==> src/rtl/cdc_speed_pkg.sv <==
// Shared types and constants for the speed-config clock-domain crossing.
// Build option: define CDC_SPEED_TIMEOUT_EN to enable the ack timeout / abort logic.
package cdc_speed_pkg;

    typedef enum logic [1:0] {
        IDLE   = 2'd0,
        REQ_HI = 2'd1,
        REQ_LO = 2'd2
    } state_t;

    localparam logic [1:0] SPEED_10   = 2'b00;
    localparam logic [1:0] SPEED_100  = 2'b01;
    localparam logic [1:0] SPEED_1000 = 2'b10;

    localparam int DEFAULT_ACK_TIMEOUT = 255;
    localparam int MIN_TIMEOUT_CNT_W   = 8;

    // Counter width: wide enough for the timeout value, never narrower than 8 bits.
    function automatic int timeout_cnt_width(input int timeout);
        int w;
        w = $clog2(timeout + 1);
        return (w > MIN_TIMEOUT_CNT_W) ? w : MIN_TIMEOUT_CNT_W;
    endfunction

endpackage

==> src/rtl/cdc_sync_bits.sv <==
// Multi-flop synchronizer for level signals arriving from another clock domain.
// Each bit must be independently meaningful; never use this for multi-bit data words.
module cdc_sync_bits #(
    parameter int WIDTH       = 1,
    parameter int SYNC_STAGES = 2
) (
    input  logic             clk,
    input  logic             rst,
    input  logic [WIDTH-1:0] d,
    output logic [WIDTH-1:0] q
);

    (* ASYNC_REG = "TRUE" *) logic [SYNC_STAGES-1:0][WIDTH-1:0] sync_q;
    logic [SYNC_STAGES-1:0][WIDTH-1:0] sync_d;

    // Shift the asynchronous input one stage deeper each clock.
    always_comb begin
        sync_d = {sync_q[SYNC_STAGES-2:0], d};
    end

    // Synchronizer chain; cleared so a stale remote level is not seen during reset.
    // NOTE: sequential state uses non-blocking (<=) so every flop samples pre-edge values.
    always_ff @(posedge clk or posedge rst) begin
        if (rst) begin
            sync_q <= '0;
        end else begin
            sync_q <= sync_d;
        end
    end

    assign q = sync_q[SYNC_STAGES-1];

endmodule

==> src/rtl/cdc_speed_config_sender.sv <==
// Source-domain end of the speed-config crossing: accepts a config word via valid/ready,
// holds it on cdc_data and moves it with a 4-phase level req/ack handshake.
// Build option: `CDC_SPEED_TIMEOUT_EN adds a per-phase ack timeout with sticky timeout_err.
module cdc_speed_config_sender
    import cdc_speed_pkg::*;
#(
    parameter int NUM_OF_BITS = 2,
    parameter int SYNC_STAGES = 2,
    parameter int ACK_TIMEOUT = DEFAULT_ACK_TIMEOUT
) (
    input  logic                   in_clk,
    input  logic                   in_reset,
    input  logic [NUM_OF_BITS-1:0] cfg_in,
    input  logic                   cfg_valid,
    output logic                   cfg_ready,
    output logic                   cfg_done,
    output logic [NUM_OF_BITS-1:0] cdc_data,
    output logic                   cdc_req,
    input  logic                   cdc_ack,
    output logic                   timeout_err
);

    state_t                 state_q, state_d;
    logic                   cdc_req_q, cdc_req_d;
    logic [NUM_OF_BITS-1:0] cdc_data_q, cdc_data_d;
    logic [NUM_OF_BITS-1:0] last_cfg_q, last_cfg_d;
    logic                   cfg_done_q, cfg_done_d;
    logic                   ack_s;

`ifdef CDC_SPEED_TIMEOUT_EN
    localparam int CNT_W = timeout_cnt_width(ACK_TIMEOUT);

    logic [CNT_W-1:0]       cnt_q, cnt_d;
    logic                   timeout_err_q, timeout_err_d;
    logic [NUM_OF_BITS-1:0] prev_cfg_q, prev_cfg_d;
    logic                   drain_q, drain_d;
    logic                   timeout_hit;

    assign timeout_hit = (cnt_q == CNT_W'(ACK_TIMEOUT - 1));
`else
    logic unused_ack_timeout;
    assign unused_ack_timeout = ^ACK_TIMEOUT;
`endif

    cdc_sync_bits #(
        .WIDTH       (1),
        .SYNC_STAGES (SYNC_STAGES)
    ) u_ack_sync (
        .clk (in_clk),
        .rst (in_reset),
        .d   (cdc_ack),
        .q   (ack_s)
    );

    // A stale high ack (remote side not reset with us) must drop before a new word starts.
    assign cfg_ready = (state_q == IDLE) && !ack_s;

    // Handshake sequencing: accept/skip in IDLE, wait ack high, then wait ack low.
    // NOTE: every always_comb output gets a default first so no path can infer a latch.
    always_comb begin
        state_d    = state_q;
        cdc_req_d  = cdc_req_q;
        cdc_data_d = cdc_data_q;
        last_cfg_d = last_cfg_q;
        cfg_done_d = 1'b0;
`ifdef CDC_SPEED_TIMEOUT_EN
        timeout_err_d = timeout_err_q;
        prev_cfg_d    = prev_cfg_q;
        drain_d       = drain_q;
`endif
        case (state_q)
            IDLE: begin
`ifdef CDC_SPEED_TIMEOUT_EN
                drain_d = 1'b0;
`endif
                if (cfg_valid && cfg_ready) begin
                    if (cfg_in == last_cfg_q) begin
                        // Destination already holds this code; just acknowledge upstream.
                        cfg_done_d = 1'b1;
                    end else begin
                        cdc_data_d = cfg_in;
                        last_cfg_d = cfg_in;
                        cdc_req_d  = 1'b1;
                        state_d    = REQ_HI;
`ifdef CDC_SPEED_TIMEOUT_EN
                        prev_cfg_d = last_cfg_q;
`endif
                    end
                end
            end
            REQ_HI: begin
                if (ack_s) begin
                    cdc_req_d = 1'b0;
                    state_d   = REQ_LO;
                end
`ifdef CDC_SPEED_TIMEOUT_EN
                else if (timeout_hit) begin
                    // Abort: withdraw the request, drain any late ack, allow a retry.
                    timeout_err_d = 1'b1;
                    cdc_req_d     = 1'b0;
                    last_cfg_d    = prev_cfg_q;
                    drain_d       = 1'b1;
                    state_d       = REQ_LO;
                end
`endif
            end
            REQ_LO: begin
                if (!ack_s) begin
                    state_d = IDLE;
`ifdef CDC_SPEED_TIMEOUT_EN
                    cfg_done_d = !drain_q;
`else
                    cfg_done_d = 1'b1;
`endif
                end
`ifdef CDC_SPEED_TIMEOUT_EN
                else if (timeout_hit) begin
                    timeout_err_d = 1'b1;
                    last_cfg_d    = prev_cfg_q;
                    state_d       = IDLE;
                end
`endif
            end
            default: begin
                state_d   = IDLE;
                cdc_req_d = 1'b0;
            end
        endcase
`ifdef CDC_SPEED_TIMEOUT_EN
        // Restart the phase timer on every state entry; it only runs while waiting for ack.
        if ((state_d != state_q) || (state_q == IDLE)) begin
            cnt_d = '0;
        end else begin
            cnt_d = cnt_q + CNT_W'(1);
        end
`endif
    end

    // Handshake and data registers; cdc_data comes straight from a flop so it never glitches.
    always_ff @(posedge in_clk or posedge in_reset) begin
        if (in_reset) begin
            state_q    <= IDLE;
            cdc_req_q  <= 1'b0;
            cdc_data_q <= '0;
            last_cfg_q <= '0;
            cfg_done_q <= 1'b0;
        end else begin
            state_q    <= state_d;
            cdc_req_q  <= cdc_req_d;
            cdc_data_q <= cdc_data_d;
            last_cfg_q <= last_cfg_d;
            cfg_done_q <= cfg_done_d;
        end
    end

`ifdef CDC_SPEED_TIMEOUT_EN
    // Timeout bookkeeping: phase counter, sticky error, pre-accept code for rollback.
    always_ff @(posedge in_clk or posedge in_reset) begin
        if (in_reset) begin
            cnt_q         <= '0;
            timeout_err_q <= 1'b0;
            prev_cfg_q    <= '0;
            drain_q       <= 1'b0;
        end else begin
            cnt_q         <= cnt_d;
            timeout_err_q <= timeout_err_d;
            prev_cfg_q    <= prev_cfg_d;
            drain_q       <= drain_d;
        end
    end

    assign timeout_err = timeout_err_q;
`else
    assign timeout_err = 1'b0;
`endif

    assign cdc_req  = cdc_req_q;
    assign cdc_data = cdc_data_q;
    assign cfg_done = cfg_done_q;

endmodule

==> config.mk <==
export PLATFORM = sky130hd
export DESIGN_NAME = cdc_speed_config_sender
export DESIGN_NICKNAME = d
export VERILOG_FILES = /design/src/rtl/cdc_speed_pkg.sv /design/src/rtl/cdc_sync_bits.sv /design/src/rtl/cdc_speed_config_sender.sv
export SDC_FILE = /design/constraint.sdc
export NUM_CORES = 1
export LEC_CHECK = 0
export CORE_AREA = 2 2 39 41
export CTS_CLUSTER_SIZE = 28
export DETAILED_ROUTE_END_ITERATION = 12
export DIE_AREA = 0 0 41 43
export PLACE_DENSITY = 0.6
export SETUP_SLACK_MARGIN = 0.05
export SLEW_MARGIN = 20
export SYNTH_ARGS = -nofsm -noshare
export SYNTH_HDL_FRONTEND = slang
export SYNTH_SLANG_ARGS = --single-unit
==> constraint.sdc <==
create_clock -name in_clk -period 2.4 [get_ports in_clk]
set_input_delay 0.6 -clock in_clk [delete_from_list [all_inputs] [get_ports in_clk]]
set_output_delay 0.6 -clock in_clk [all_outputs]
set_load 0.01 [all_outputs]
==> reports/qor.json <==
{
  "global_route": {
    "grt_first_pass_wirelength_mm": 1.06,
    "grt_antenna_before_repair": 0,
    "grt_start_max_net_pins": 9,
    "globalRouteOverflowTotal": 0,
    "grt_usage_pct": 10.2,
    "grt_pass1_vias": 249
  },
  "yosys": {
    "synth.top_cell.area_share_pct": 58.0,
    "synth_area_per_cell_um2": 12.8,
    "synth_ff_type": "dfrtp_1",
    "yosys_register_bits": 8,
    "yosys-top-cells-area": "dfrtp_1, mux2_4, xnor2_1",
    "synth_largest_area_cell": "dfrtp_1",
    "sequential_to_total_area_share_from_yosys_stat_pct": 58.0,
    "async_flop_share_pct": 100,
    "post_synth_most_frequent_cells": "dfrtp_1, mux2_4, xnor2_1",
    "syn_nets": 33,
    "synthesized_instance_count": 27,
    "yosysUniqueCellTypes": 18,
    "synth-warning-count": 0,
    "post-synth-top-count-cell": "dfrtp_1",
    "synth-edff-count": 0,
    "netlist_area_um2": 345
  },
  "final_layout": {
    "final_layout_size_suffix_gt1_share_pct": 20.5,
    "layout.cells.non_filler": 55,
    "fin_nets": 47,
    "layout.filler_cells": 147,
    "area_growth_syn_to_layout_pct": 39.1,
    "area.sequential_um2": 200,
    "num_antenna_cells": 0,
    "multiInputGateArea_um2": 134,
    "finish.utilization_pct": 34.7
  },
  "timing": {
    "slew_viol_final": 0,
    "max_freq_mhz": 486,
    "final-setup-viol-count": 0,
    "rsz0062_at_grt": "no",
    "setup_total_negative_slack_ns": 0,
    "min_period_ns": 2.06,
    "finalHoldViolations": 0,
    "finalWorstSetupSlack_ns": 0.341,
    "final.setup_skew_ns": 0.00302,
    "finalCritPeriodShare_pct": 85.8
  },
  "worst_setup_path": {
    "cp.required_ns": 1.80,
    "rrSetupSlack_ns": 1.14,
    "critical_path.max_fanout": 5,
    "crit_path_end_kind": "output port",
    "worstPathArrival_ns": 1.46,
    "critical_path_class": "reg2out",
    "crit_path_start_kind": "register"
  },
  "power": {
    "totalPowerFinal_uw": 493,
    "combinationalPowerShare_pct": 38.0,
    "p_switching_uw": 142,
    "p_leak_nw": 0.213,
    "cellInternalPower_uw": 350,
    "sequentialPowerShare_pct": 41.9,
    "proportion_of_power_drawn_by_the_clock_network_pct": 20.0,
    "ir_worst_vdd_mv": 0.317,
    "cellPowerDensity_nw_per_um2": 1030,
    "power_switching_share_pct": 28.9
  },
  "clock_network": {
    "worst_skew_pair.late_latency_ns": 0.25,
    "cts_tree": "built",
    "cts_resized": 0,
    "tritoncts_num_sinks": 8,
    "hold_buffers": 0,
    "htree_num_levels": 1,
    "max-clock-path-buffers": 2,
    "post_cts.repair.setup_buffers": 0,
    "clk_root_buffer_cell": "clkbuf_4",
    "clkTransAtPathRegs_ns": 0.05,
    "numCtsBuffers": 3
  },
  "place": {
    "placement.setup.worst_slack_ns": 0.601,
    "input_output_buffers": 10,
    "place.detailed.instances": 52,
    "gp_routability_congestion": 0.647
  },
  "detailed_routing": {
    "met3_wirelength_um": 35,
    "finalWirelength_um": 558,
    "met2RoutedLength_um": 273,
    "via_count": 229,
    "route.detailed.drc": 0,
    "highest-signal-layer": "met4",
    "drt-initial-drc-count": 1,
    "drt_pre_antenna_iters": 2,
    "final_antenna_net_count": 0,
    "avgViaCountPerCell": 4.16,
    "routed_wire_length_per_instance_um": 10.1,
    "wl_met1_um": 238
  },
  "die": {
    "die_height_um": 43,
    "die_area_um2": 1760,
    "fp-row-count": 14,
    "dieWidth_um": 41,
    "coreArea_um2": 1380,
    "initial_core_utilization_pct": 25.0,
    "floorplan.io_pins": 12
  },
  "flow_run": {
    "drv.max_cap_violation_count": 0
  },
  "hold_path": {
    "worst_hold_path_type": "reg2reg"
  },
  "run_status": {
    "outcome": "complete, no violations"
  }
}
==> cell type report <==
| type | count | area share (%) |
|---|---|---|
| clock buffer | 3 | 4.69 |
| sequential | 8 | 41.7 |
| timing repair buffer | 10 | 20.8 |
| multi-input combinational | 17 | 27.9 |
| inverter | 1 | 0.781 |
| tap | 16 | 4.17 |
==> placed cells by master, fill, tap and decap left out <==
cell	instances
a31oi_1	1
xnor2_1	2
nor2_1	1
nor3_2	1
a22o_2	1
and2_4	1
clkdlybuf4s50_1	10
o21a_1	1
a21boi_0	1
conb_1	1
nor3_1	1
xor2_1	1
inv_1	1
o21ai_0	1
clkbuf_4	3
dfrtp_1	8
and2_1	1
nand2_1	1
mux2_4	2
==> power groups by stage <==
stage	Combinational, mW	Sequential (mW)	Clock, mW
after global placement	0.189	0.207	0
after detailed placement	0.189	0.209	0
final	0.187	0.207	0.0988
after CTS	0.190	0.206	0.111
after floorplan	0.0928	0.219	0
after global routing	0.207	0.214	0.114
==> worst paths after layout <==
kind / cells past startpoint / to / startpoint
worst max-delay path: 2 / cfg_ready / state_q[1]$_DFFE_PP0P_
worst min-delay path: 0 / u_ack_sync.q$_DFF_PP0_ / u_ack_sync.sync_q[0]$_DFF_PP0_
worst max register to register: 3 / last_cfg_q[1]$_DFFE_PP0P_ / state_q[1]$_DFFE_PP0P_
worst min register to register: 0 / u_ack_sync.q$_DFF_PP0_ / u_ack_sync.sync_q[0]$_DFF_PP0_
max in group asynchronous: 2 / last_cfg_q[1]$_DFFE_PP0P_ / in_reset
min in group asynchronous: 2 / state_q[1]$_DFFE_PP0P_ / in_reset
==> per-stage QoR <==
stage	hold slack [ns]	instance area [um2]
floorplan	0.331	345
detailed placement	0.342	458
global route	0.374	480
CTS	0.354	480
finish	0.357	480
global placement	0.335	458
==> logic make-up (layout without fill, tap and decap cells) <==
group                  count (synthesis)  count (layout)  share of synthesized area [%]
multiplexers                           2               2                           8.70
AND/OR/NAND/NOR                        6               6                           10.9
other                                  1               1                           1.09
AO/OA/AOI/OAI                          5               5                           10.5
buffers and inverters                  2              14                           3.26
XOR/XNOR                               3               3                           7.61
flip-flops                             8               8                           58.0
==> layer usage <==
metal  vias to the layer above  GRT usage (%)
li1                        112              -
met1                       109           10.7
met2                         6           12.8
met3                         2           6.28
met4                         0           10.0
met5                         -              0
==> worst max-delay path, stage by stage, from the launching register on <==
cell	delay, ns
dfrtp_1	0.42
nor3_2	0.23
clkdlybuf4s50_1	0.56
==> registers in the layout, indices dropped and copies added (netlist names) <==
signal,cells
u_ack_sync.sync_q,1
state_q,2
last_cfg_q,2
u_ack_sync.q,1
cfg_done,1
cdc_req,1
(Power assumes the default switching activity.)
